`config.mk`:
```
export PLATFORM = sky130hd
export DESIGN_NAME = rr_arbiter_8_flat
export DESIGN_NICKNAME = d
export VERILOG_FILES = /design/src/rtl/rr_arbiter_8_if.sv /design/src/rtl/rr_arbiter_8.sv /design/src/flat_wrapper.sv
export SDC_FILE = /design/constraint.sdc
export NUM_CORES = 1
export LEC_CHECK = 0
export BUFFER_PORTS_ARGS = -buffer_cell sky130_fd_sc_hd__buf_2
export CORE_MARGIN = 5
export CORE_UTILIZATION = 55
export CTS_CLUSTER_SIZE = 25
export DETAILED_ROUTE_END_ITERATION = 7
export GPL_TIMING_DRIVEN = 1
export MAX_ROUTING_LAYER = met4
export PLACE_DENSITY_LB_ADDON = 0.05
export SLEW_MARGIN = 20
export SYNTH_ARGS = -nofsm -noshare
export SYNTH_HDL_FRONTEND = slang
export SYNTH_SLANG_ARGS = --single-unit
```
`constraint.sdc`:
```
create_clock -name clk -period 6.94 [get_ports clk]
set_input_delay 0.347 -clock clk [delete_from_list [all_inputs] [get_ports clk]]
set_output_delay 0.347 -clock clk [all_outputs]
set_load 0.01 [all_outputs]
```
`src/rtl/rr_arbiter_8_if.sv`:
```
// Request/grant bundle shared between the requesters and rr_arbiter_8.
// The master side is the requester population; the slave side is the arbiter.
interface rr_arbiter_8_if;
    logic       enable;
    logic [7:0] req;
    logic       done;
    logic [7:0] grant;
    logic [2:0] grant_idx;
    logic       grant_valid;
    logic       timeout;

    modport master (
        output enable, req, done,
        input  grant, grant_idx, grant_valid, timeout
    );

    modport slave (
        input  enable, req, done,
        output grant, grant_idx, grant_valid, timeout
    );
endinterface

```
`src/rtl/rr_arbiter_8.sv`:
```
// Eight-way round-robin arbiter with a bounded hold time and a registered one-hot grant.
// Every release is followed by one dead cycle in IDLE before the next grant.
module rr_arbiter_8 #(
    parameter int unsigned HOLD_MAX = 15
) (
    input  logic          clk,
    input  logic          rst,
    rr_arbiter_8_if.slave arb
);
    localparam logic [0:0] ST_IDLE  = 1'b0;
    localparam logic [0:0] ST_GRANT = 1'b1;
    localparam logic [3:0] HOLD_LIM = 4'(HOLD_MAX);

    logic [0:0] r_state;
    logic [2:0] r_ptr;
    logic [3:0] r_hold_cnt;
    logic [7:0] r_grant;
    logic [2:0] r_grant_idx;
    logic       r_grant_valid;
    logic       r_timeout;

    logic [7:0] w_req_rot;
    logic [2:0] w_offset;
    logic       w_found;
    logic [2:0] w_sel_idx;
    logic       w_owner_req;
    logic       w_hold_hit;
    logic       w_release;
    logic       w_timeout;

    // Rotate so bit 0 is the requester at ptr; the lowest set bit is then the winner.
    always_comb begin
        w_req_rot = 8'({arb.req, arb.req} >> r_ptr);
        w_found   = 1'b0;
        w_offset  = '0;
        for (int unsigned k = 0; k < 8; k++) begin
            if (!w_found && w_req_rot[k]) begin
                w_found  = 1'b1;
                w_offset = 3'(k);
            end
        end
        w_sel_idx = r_ptr + w_offset;
    end

    always_comb begin
        w_owner_req = arb.req[r_grant_idx];
        w_hold_hit  = (r_hold_cnt == HOLD_LIM);
        w_release   = arb.done || !w_owner_req || !arb.enable || w_hold_hit;
        w_timeout   = w_hold_hit && !arb.done && w_owner_req && arb.enable;
    end

    always_ff @(posedge clk) begin
        if (rst) begin
            r_state       <= ST_IDLE;
            r_ptr         <= '0;
            r_hold_cnt    <= '0;
            r_grant       <= '0;
            r_grant_idx   <= '0;
            r_grant_valid <= 1'b0;
            r_timeout     <= 1'b0;
        end else begin
            case (r_state)
                ST_IDLE: begin
                    r_timeout <= 1'b0;
                    if (arb.enable && w_found) begin
                        r_state       <= ST_GRANT;
                        r_grant       <= 8'd1 << w_sel_idx;
                        r_grant_idx   <= w_sel_idx;
                        r_grant_valid <= 1'b1;
                        r_ptr         <= w_sel_idx + 3'd1;
                        r_hold_cnt    <= 4'd1;
                    end
                end
                ST_GRANT: begin
                    if (w_release) begin
                        r_state       <= ST_IDLE;
                        r_grant       <= '0;
                        r_grant_idx   <= '0;
                        r_grant_valid <= 1'b0;
                        r_hold_cnt    <= '0;
                        r_timeout     <= w_timeout;
                    end else begin
                        r_hold_cnt <= r_hold_cnt + 4'd1;
                        r_timeout  <= 1'b0;
                    end
                end
                default: begin
                    r_state <= ST_IDLE;
                end
            endcase
        end
    end

    assign arb.grant       = r_grant;
    assign arb.grant_idx   = r_grant_idx;
    assign arb.grant_valid = r_grant_valid;
    assign arb.timeout     = r_timeout;
endmodule

```
`src/flat_wrapper.sv`:
```
// flat-port wrapper written by rule: the top's interface ports become plain ports
module rr_arbiter_8_flat 
#(
    parameter int unsigned HOLD_MAX = 15
)
  (clk, rst, arb_enable, arb_req, arb_done, arb_grant, arb_grant_idx, arb_grant_valid, arb_timeout);
  rr_arbiter_8_if arb_i ();
  input  logic clk;
  input  logic rst;
  input wire logic [$bits(arb_i.enable)-1:0] arb_enable;
  input wire logic [$bits(arb_i.req)-1:0] arb_req;
  input wire logic [$bits(arb_i.done)-1:0] arb_done;
  output wire logic [$bits(arb_i.grant)-1:0] arb_grant;
  output wire logic [$bits(arb_i.grant_idx)-1:0] arb_grant_idx;
  output wire logic [$bits(arb_i.grant_valid)-1:0] arb_grant_valid;
  output wire logic [$bits(arb_i.timeout)-1:0] arb_timeout;
  assign arb_i.enable = arb_enable;
  assign arb_i.req = arb_req;
  assign arb_i.done = arb_done;
  assign arb_grant = arb_i.grant;
  assign arb_grant_idx = arb_i.grant_idx;
  assign arb_grant_valid = arb_i.grant_valid;
  assign arb_timeout = arb_i.timeout;
  rr_arbiter_8 #(.HOLD_MAX(HOLD_MAX)) u_core (.clk(clk), .rst(rst), .arb(arb_i));
endmodule
```
==> out/qor.csv <==
metric,value,unit
status,completed,
area share of the largest cell type after synthesis,27.9,%
switching share of power,44.9,%
hold_sp,rst,
# hold bufs at CTS,0,
Final Max Slew Viols,0,
# diodes,0,
most numerous cell in the Yosys netlist,dfxtp_1,
worst slew pin tran,0.740,ns
Post-synth ARST share,0,%
"Arr. time, crit path",4.01,ns
Synth Register Bits,21,
largest net degree at the start of global routing,18,
startpoint types,register,
Total Power,0.586,mW
post-layout min period,3.78,ns
YS warnings,0,
GPL Wtd Cong,0.903,
CP Launch Point,u_core.r_ptr[1]$_SDFFE_PP0P_,
CTS Sinks,21,
DP Area,1620,um^2
Root Driver,clkbuf_4,
aggregate routed wire length,3.34,mm
CTS HTree Levels,1,
switching power,0.263,mW
wire length per cell,15.7,um
via count,1319,
DIE WIDTH,62.4,um
post-synthesis sequential area ratio,27.9,%
critical-path maximum fanout,17,
Final Instance Count excl. Fillers,213,
cells after synthesis,160,
Pleak,0.688,nW
max cap viols,0,
Seq pwr share,30.9,%
largest cells by area after synthesis,"dfxtp_1, mux2i_1, mux4_2",
post-CTS sizing,0,
FILL cells,241,
PwrDens,356,nW/um^2
met2 GRT Util,28.2,%
most common flop cell mapped by yosys,dfxtp_1,
clock slew at reported path FFs,0.13,ns
Worst IR Drop VDD,275,uV
clock share of power,10.6,%
die area,3890,um^2
met3 GRT Util,4.32,%
Worst Setup End Kind,register,
GR Util met1,24.9,%
first-pass GRT wire length,5.89,mm
Synth top cells by count,"dfxtp_1, nor2_1, mux2i_1, inv_1, o21ai_0",
f_max,0.264,GHz
I/O pin count,25,
Syn-to-layout area delta,9.38,%
Residual DRC,0,
worst path required time,7.16,ns
Final Setup Violations,0,
internal cell power,0.323,mW
initial antenna violation count,0,
Final HPWL DP,2.63,mm
CTS Buf Count,3,
Post-CTS Setup Inserts,0,
All-Layer GR Usage,18.3,%
Iteration-0 DRC Markers,76,
r2r startpoint,u_core.r_ptr[1]$_SDFFE_PP0P_,
"Clk Latency, worst-skew pair",0.31,ns
number of port buffers,24,
"EDFF count, synth",0,
Crit Path Class,reg2reg,
vias per inst,6.19,
starting density of the core,56.1,%
vias in the first global route,1286,
nets,203,
row count,19,
fraction of layout cells with a size suffix above 1,23.6,%
combinational share of power,58.5,%
gr busiest metal,met2,
Setup TNS,0,ns
fin crit share,54.5,%
Yosys top cell by area,dfxtp_1,
Clock Skew,0.0107,ns
post-route ant nets,0,
CTS tree,done,
fin area,1650,um^2
Fin. Hold Viols,0,
maximum clock path buffer count,2,
drt pass-1 iters,5,
core area,2690,um^2
placed cells,209,
Syn Area/Cell,9.42,um^2
die height,62.4,um
unrepaired setup endpoints after global routing,no,
Worst Hold Class,in2reg,
"Cell Area, Synth",1510,um^2
Slew HR,50.6,%
Netlist cell types,43,
Syn Nets,180,
total gr overflow,0,
==> routing by layer <==
metal / vias to the layer above / wire length (um)
met5: - / 0
met4: 0 / 26
met3: 4 / 162
met2: 33 / 1610
met1: 636 / 1540
li1: 646 / -
==> final timing paths <==
check             slack (ns)                          endpoint  cells past startpoint
hold / removal          0.35      u_core.r_ptr[1]$_SDFFE_PP0P_                      2
hold reg to reg         0.48  u_core.arb.grant[4]$_SDFFE_PP0P_                      1
setup / recovery        3.16  u_core.arb.grant[6]$_SDFFE_PP0P_                     11
setup reg to reg        3.16  u_core.arb.grant[6]$_SDFFE_PP0P_                     11
==> cells in the final DEF (no fill, tap or decap), types with 2 or more instances in the layout <==
cell type,count
mux2_2,6
nor2b_1,2
mux2i_1,15
ha_1,7
nor3_1,5
a32o_1,7
a211oi_1,2
nand2b_1,3
dfxtp_1,21
clkbuf_4,3
o21ai_0,10
nand2_1,9
o2bb2ai_1,2
xnor2_1,3
a21oi_1,4
buf_2,24
and3_1,2
a22o_1,4
mux4_2,4
inv_1,10
nand3_1,2
nor2_1,16
==> metrics by stage <==
step / hold slack, ns / setup slack, ns / utilization [%]
after detailed placement: 0.455 / 3.16 / 60.3
after global placement: 0.431 / 3.26 / 60.3
after CTS: 0.343 / 3.14 / 61.4
after floorplan: 0.448 / 3.67 / -
final: 0.349 / 3.16 / 61.4
after global routing: 0.342 / 2.88 / 61.4
==> kinds of logic after synthesis <==
family	after synthesis	synth area share [%]
XOR/XNOR	3	1.74
AND/OR/NAND/NOR	45	14.7
buffers and inverters	16	5.64
multiplexers	25	20.4
AO/OA/AOI/OAI	42	22.5
adder cells (fa/ha/maj)	8	7.14
flip-flops	21	27.9
==> flip-flops by register name (all words and copies together) (netlist names) <==
signal	cells
u_core.arb.grant	8
u_core.arb.grant_idx	3
u_core.arb.grant_valid	1
u_core.arb.timeout	1
u_core.r_hold_cnt	4
u_core.r_ptr	3
u_core.r_state	1
==> area by class of cell <==
type	instances	area [um^2]	area share, %
clock buffers	3	22.5	1.37
clock inverters	1	7.51	0.455
inverters	10	37.5	2.28
multi-input cells	123	1000	60.8
flip-flops and latches	21	420	25.5
well taps	31	38.8	2.35
repair buffers	24	120	7.28
==> power groups by stage <==
stage / Combinational [mW] / Clock (mW) / Sequential, mW
after global routing: 0.380 / 0.0700 / 0.188
after floorplan: 0.290 / 0 / 0.164
final: 0.343 / 0.0621 / 0.181
after global placement: 0.333 / 0 / 0.183
after CTS: 0.344 / 0.0629 / 0.181
after detailed placement: 0.340 / 0 / 0.184
==> critical path: stages, from the launching register on <==
cell     delay (ns)
dfxtp_1        0.83
mux2i_1        0.29
mux2i_1        0.30
o32ai_4        0.17
nand2_2        0.15
inv_1          0.05
a221o_1        0.32
ha_1           0.19
fa_1           0.38
xnor2_1        0.31
mux2_2         0.43
a32o_1         0.27
No activity file was read; power rests on OpenSTA's default activity.
